$ cat config.mk
export PLATFORM = sky130hd
export DESIGN_NAME = mxv_result_collector
export DESIGN_NICKNAME = d
export VERILOG_FILES = /design/src/rtl/mxv_result_collector.sv
export SDC_FILE = /design/constraint.sdc
export NUM_CORES = 1
export LEC_CHECK = 0
export ABC_CLOCK_PERIOD_IN_PS = 19600
export CORE_MARGIN = 2
export CORE_UTILIZATION = 31
export CTS_CLUSTER_SIZE = 14
export DETAILED_ROUTE_END_ITERATION = 16
export GPL_ROUTABILITY_DRIVEN = 1
export MAX_ROUTING_LAYER = met4
export PLACE_DENSITY = 0.6
export RECOVER_POWER = 100
export SLEW_MARGIN = 30
export SYNTH_ARGS = -nofsm -noshare
export SYNTH_HDL_FRONTEND = slang
export SYNTH_SLANG_ARGS = --single-unit
export TNS_END_PERCENT = 1
$ cat constraint.sdc
create_clock -name clk -period 19.6 [get_ports clk]
set_input_delay 4.9 -clock clk [delete_from_list [all_inputs] [get_ports clk]]
set_output_delay 4.9 -clock clk [all_outputs]
set_load 0.01 [all_outputs]
$ cat src/rtl/mxv_result_collector.sv
// Collects packed result words from the matrix-by-vector engine, masks padding
// slots of the final word, buffers them in a show-ahead FIFO and flags completion.
module mxv_result_collector #(
   parameter int element_width = 32,
   parameter int NI            = 8,
   parameter int DEPTH         = 4,
   parameter int ADDR_W        = 2
) (
   input  logic                        clk,
   input  logic                        reset,
   input  logic                        start,
   input  logic [31:0]                 total_rows,
   input  logic                        in_valid,
   input  logic [NI*element_width-1:0] in_data,
   output logic [NI*element_width-1:0] out_data,
   output logic                        out_valid,
   input  logic                        out_ready,
   output logic                        out_last,
   output logic                        finish,
   output logic                        overflow
);

   localparam int WORD_W = NI * element_width;
   localparam logic [ADDR_W:0] FULL_CNT = (ADDR_W+1)'(DEPTH);
   localparam logic [ADDR_W:0] CNT_ONE  = (ADDR_W+1)'(1);
   localparam logic [ADDR_W-1:0] PTR_ONE = ADDR_W'(1);

   typedef enum logic [1:0] {IDLE, COLLECT, DRAIN, DONE} state_t;

   state_t              state_q, state_d;
   logic [ADDR_W-1:0]   wr_ptr_q, wr_ptr_d, rd_ptr_q, rd_ptr_d;
   logic [ADDR_W:0]     count_q, count_d;
   logic [31:0]         words_expected_q, words_expected_d;
   logic [31:0]         rows_latched_q, rows_latched_d;
   logic [31:0]         words_in_q, words_in_d;
   logic [31:0]         words_out_q, words_out_d;
   logic                finish_q, finish_d;
   logic                overflow_q, overflow_d;
   logic [WORD_W-1:0]   mem_q [DEPTH];
   logic [WORD_W-1:0]   mem_d [DEPTH];
   logic                push, pop;
   logic [32:0]         rows_round_up;

   // Slot k of word idx survives only while its global element index is below rows.
   function automatic logic [WORD_W-1:0] mask_word(input logic [WORD_W-1:0] w,
                                                   input logic [31:0] idx,
                                                   input logic [31:0] rows);
      logic [WORD_W-1:0] r;
      logic [63:0]       pos;
      r = w;
      for (int k = 0; k < NI; k++) begin
         pos = 64'(idx) * 64'(NI) + 64'(k);
         if (pos >= 64'(rows))
            r[(NI-k)*element_width-1 -: element_width] = '0;
      end
      return r;
   endfunction

   assign out_valid = (count_q != '0);
   assign out_data  = out_valid ? mem_q[rd_ptr_q] : '0;
   assign out_last  = out_valid && (words_out_q == words_expected_q - 32'd1);
   assign finish    = finish_q;
   assign overflow  = overflow_q;
   assign pop       = out_valid && out_ready;
   assign rows_round_up = {1'b0, total_rows} + 33'(NI - 1);

   always_comb begin
      state_d          = state_q;
      wr_ptr_d         = wr_ptr_q;
      rd_ptr_d         = rd_ptr_q;
      count_d          = count_q;
      words_expected_d = words_expected_q;
      rows_latched_d   = rows_latched_q;
      words_in_d       = words_in_q;
      words_out_d      = words_out_q;
      finish_d         = finish_q;
      overflow_d       = overflow_q;
      mem_d            = mem_q;
      push             = 1'b0;

      if (!start) begin
         state_d          = IDLE;
         wr_ptr_d         = '0;
         rd_ptr_d         = '0;
         count_d          = '0;
         words_expected_d = '0;
         words_in_d       = '0;
         words_out_d      = '0;
         finish_d         = 1'b0;
         overflow_d       = 1'b0;
      end else begin
         if (pop) begin
            rd_ptr_d    = rd_ptr_q + PTR_ONE;
            words_out_d = words_out_q + 32'd1;
         end
         case (state_q)
            IDLE: begin
               words_expected_d = 32'(rows_round_up / 33'(NI));
               rows_latched_d   = total_rows;
               state_d          = (total_rows == 32'd0) ? DONE : COLLECT;
            end
            COLLECT: begin
               if (in_valid) begin
                  if (count_q != FULL_CNT || pop) begin
                     push       = 1'b1;
                     words_in_d = words_in_q + 32'd1;
                     if (words_in_q + 32'd1 == words_expected_q)
                        state_d = DRAIN;
                  end else begin
                     overflow_d = 1'b1;
                  end
               end
            end
            DRAIN: ;
            DONE:  finish_d = 1'b1;
            default: state_d = IDLE;
         endcase

         if (push) begin
            mem_d[wr_ptr_q] = mask_word(in_data, words_in_q, rows_latched_q);
            wr_ptr_d        = wr_ptr_q + PTR_ONE;
         end
         if (push && !pop)
            count_d = count_q + CNT_ONE;
         else if (pop && !push)
            count_d = count_q - CNT_ONE;

         // The final pop and the move to DONE share an edge.
         if (state_q == DRAIN && count_d == '0)
            state_d = DONE;
      end
   end

   always_ff @(posedge clk or posedge reset) begin
      if (reset) begin
         state_q          <= IDLE;
         wr_ptr_q         <= '0;
         rd_ptr_q         <= '0;
         count_q          <= '0;
         words_expected_q <= '0;
         rows_latched_q   <= '0;
         words_in_q       <= '0;
         words_out_q      <= '0;
         finish_q         <= 1'b0;
         overflow_q       <= 1'b0;
      end else begin
         state_q          <= state_d;
         wr_ptr_q         <= wr_ptr_d;
         rd_ptr_q         <= rd_ptr_d;
         count_q          <= count_d;
         words_expected_q <= words_expected_d;
         rows_latched_q   <= rows_latched_d;
         words_in_q       <= words_in_d;
         words_out_q      <= words_out_d;
         finish_q         <= finish_d;
         overflow_q       <= overflow_d;
      end
   end

   // Storage is gated by count on the output, so it needs no reset.
   always_ff @(posedge clk) begin
      mem_q <= mem_d;
   end

endmodule

==> impl_metrics.py <==
metrics = {
    "run_status": {
        "status": "finished, violations left",
        "violations": "max-capacitance violations, max-slew violations",
    },
    "placement": {
        "pre_cts_ws_ns": 10.32,
        "gp_congestion": 0.868,
        "place.port_buffers": 552,
        "placed_cell_area_um2": 59200,
        "dpl.cell_count": 5969,
        "post-dp-hpwl_um": 92500,
    },
    "synthesis": {
        "netlist.area_leader.share_pct": 59.9,
        "yosysSeqAreaShare_pct": 66.6,
        "syn_area_um2": 51300,
        "synth_top_cells_by_count": "edfxtp_1 (1,024), nand2_1 (393), and2_1 (314)",
        "yosys.area.top_type": "edfxtp_1",
        "synth_edf_count": 1024,
        "ys.warnings.count": 0,
        "avgSynthCellArea_um2": 14.9,
        "synthAdderAreaFrac_pct": 0.975,
        "ys_types": 73,
        "post_synth_and_or_nand_nor_area_fraction_pct": 13.5,
        "synth.most_common_cell": "edfxtp_1",
        "ys_ff_latch": 1161,
        "synth_nets": 3769,
        "synthArstFlopShare_pct": 11.8,
        "syn-instance-count": 3436,
        "synth_top_family_by_area": "simple AND/OR/NAND/NOR gates",
        "synth_compound_area_share_pct": 2.62,
        "muxShareOfSynthArea_pct": 11.4,
        "yosys.area_share.xor_xnor_pct": 2.64,
        "ys.flop_type": "edfxtp_1",
        "synthTopCellsByArea": "edfxtp_1 (60%), mux4_2 (11%), dfrtp_1 (6.7%)",
    },
    "global_routing": {
        "grt_overflow": 0,
        "antenna_found_initial": 32,
        "grt_use_total_pct": 17.7,
        "grt_first_pass_wirelength_um": 216000,
        "grt_util_met1_pct": 23.9,
        "busiest_layer": "met2",
        "grt_pass1_vias": 32100,
        "grtUsageMet3_pct": 3.82,
        "grt_util_met2_pct": 26.4,
        "grt_max_degree": 149,
    },
    "routing": {
        "wl_um": 149000,
        "initialDrtViolationCount": 2790,
        "vias": 32100,
        "final_antenna_net_count": 0,
        "drtPass1Iterations": 5,
        "viasPerCell": 5.15,
        "wl_per_cell_um": 23.8,
        "drc": 0,
    },
    "cts": {
        "postCtsHoldBufs": 0,
        "cts.clk_slew.worst_paths_ns": 0.06,
        "clockBufferDepth": 3,
        "root_buffer": "clkbuf_16",
        "cts_tree": "done",
        "clock_sinks": 1161,
        "cts_setup_buffers": 0,
        "cts_htree_levels": 4,
        "clk_latency_ns": 0.75,
        "cts_resized": 0,
        "cts_buffers": 131,
    },
    "timing": {
        "slew-limit-headroom_pct": -414,
        "period_needed_ns": 14.20,
        "setup_viol": 0,
        "rsz0062_at_grt": "false",
        "fin_setup_tns_ns": 0,
        "fmax_mhz": 70.4,
        "slew_violations": 1473,
        "fin_skew_ns": 0.0344,
        "worstMarginPinSlew_ns": 7.71,
        "fin_ws_ns": 5.40,
        "hold_viol_final": 0,
        "period_share_pct": 72.4,
    },
    "power": {
        "irDropWorstVdd_mv": 0.0888,
        "finalPower_mw": 7.36,
        "powerDensity_nw_per_um2": 116,
        "leakage_nw": 21.4,
    },
    "floorplan": {
        "die-area_um2": 169000,
        "die_h_um": 411,
        "die_x_um": 411,
        "io_pins": 553,
        "core_area_um2": 165000,
        "rows": 149,
        "start_util_pct": 31.2,
    },
    "critical_path": {
        "arrival_ns": 14.47,
        "cp-end-kind": "register",
        "path_max_fanout": 56,
        "slowest_stage": "clkbuf_1",
        "crit_required_ns": 19.88,
        "path_common_cell": "clkbuf_1",
        "slowest_delay_ns": 2.75,
        "cp_cell_sequence": "dlygate4sd3_1 -> and3b_1 -> nor2_1 -> clkbuf_1 -> and3_1 -> clkbuf_1 -> clkbuf_1",
        "worstSetupPathType": "in2reg",
        "setup.worst_path.start_class": "primary input",
    },
    "layout": {
        "stdcell_count": 6228,
        "syn_to_final_growth_pct": 23.4,
        "fin_nets": 4248,
        "drive_above_1_share_pct": 12.1,
        "finalInstanceArea_um2": 63300,
        "n_fill_cell": 15500,
    },
    "job": {
        "max_cap_violations": 27,
    },
    "hold_path": {
        "hold_class": "reg2reg",
    },
}
## per-stage QoR
| step | hold WS (ns) | util [%] |
|---|---|---|
| 2_1_floorplan | 0.508 | - |
| 3_5_place_dp | 0.511 | 35.9 |
| 3_3_place_gp | 0.507 | 35.9 |
| 5_1_grt | 0.568 | 38.4 |
| 6_report | 0.525 | 38.4 |
| 4_1_cts | 0.533 | 38.5 |
## layout by cell type (no fill, tap or decap), types with 13 or more instances in the layout
| cell type | n |
|---|---|
| and2_0 | 201 |
| nor2_1 | 51 |
| or4_1 | 14 |
| clkdlybuf4s50_1 | 206 |
| dfrtp_1 | 136 |
| buf_4 | 24 |
| xnor2_1 | 110 |
| nor4_1 | 257 |
| nand4_1 | 41 |
| edfxtp_1 | 1024 |
| nor2b_1 | 13 |
| and3_1 | 18 |
| mux4_2 | 256 |
| nor3_1 | 65 |
| ha_1 | 40 |
| clkbuf_16 | 133 |
| nand2_1 | 393 |
| inv_1 | 53 |
| xor2_1 | 45 |
| a21boi_0 | 14 |
| dlygate4sd3_1 | 345 |
| a21oi_1 | 28 |
| and2_1 | 113 |
| clkinv_1 | 28 |
| diode_2 | 26 |
| o21ai_0 | 81 |
| a21o_1 | 18 |
| or3_1 | 22 |
| clkbuf_1 | 54 |
| nand3_1 | 46 |
## area by class of cell
type / count / area, um2 / share of cell area (%)
inverters: 54 / 204 / 0.322
multi-input cells: 1959 / 16000 / 25.3
repair buffers: 608 / 5920 / 9.34
clock buffers: 166 / 3500 / 5.53
clock inverters: 65 / 687 / 1.08
diodes: 26 / 65.1 / 0.103
flip-flops and latches: 1161 / 34200 / 54.0
well taps: 2189 / 2740 / 4.32
## routing by layer
layer  wire (um)  up-vias
li1            -    14200
met1       64500    16400
met2       68800     1247
met3       10800      258
met4        4430        0
met5           0        -
## path summary, 6_finish.rpt
| check | startpoint | endpoint | slack, ns | depth (start not counted) |
|---|---|---|---|---|
| max in group asynchronous | reset | rd_ptr_q[1]$_DFFE_PP0P_ | 9.35 | 3 |
| setup reg to reg | count_q[1]$_DFF_PP0_ | mem_q[197]$_DFFE_PP_ | 9.47 | 8 |
| setup / recovery | out_ready | mem_q[197]$_DFFE_PP_ | 5.40 | 7 |
| hold / removal | finish$_DFFE_PP0P_ | finish$_DFFE_PP0P_ | 0.52 | 2 |
| hold reg to reg | finish$_DFFE_PP0P_ | finish$_DFFE_PP0P_ | 0.52 | 2 |
| min in group asynchronous | reset | words_expected_q[22]$_DFFE_PP0P_ | 5.80 | 2 |
## sequential cells by signal (all words and copies together), names as in the netlist, 2 cells and up
register,count
count_q,3
mem_q,1024
rd_ptr_q,2
rows_latched_q,32
state_q,2
words_expected_q,30
words_in_q,32
words_out_q,32
wr_ptr_q,2
## power by group
part	switching (mW)	internal [mW]	leakage (nW)	total, mW
Combinational	1.10	1.08	8.26	2.18
Clock	0.997	1.38	2.02	2.38
Sequential	0.0542	2.76	11.1	2.81
## worst max-delay path, delay by kind of cell
| kind | cells | cell delay, ns |
|---|---|---|
| buf+inv | 4 | 6.88 |
| simple gates | 3 | 2.39 |
## kinds of logic (layout without fill, tap and decap cells)
kind of cell             Yosys count  after routing
other                              0             26
flip-flops                      1161           1161
AND/OR/NAND/NOR                 1290           1290
multiplexers                     262            262
XOR/XNOR                         155            155
adder cells (fa/ha/maj)           40             40
buffers and inverters            316            893
AO/OA/AOI/OAI                    212            212
Power figures use the tool's default switching activity.
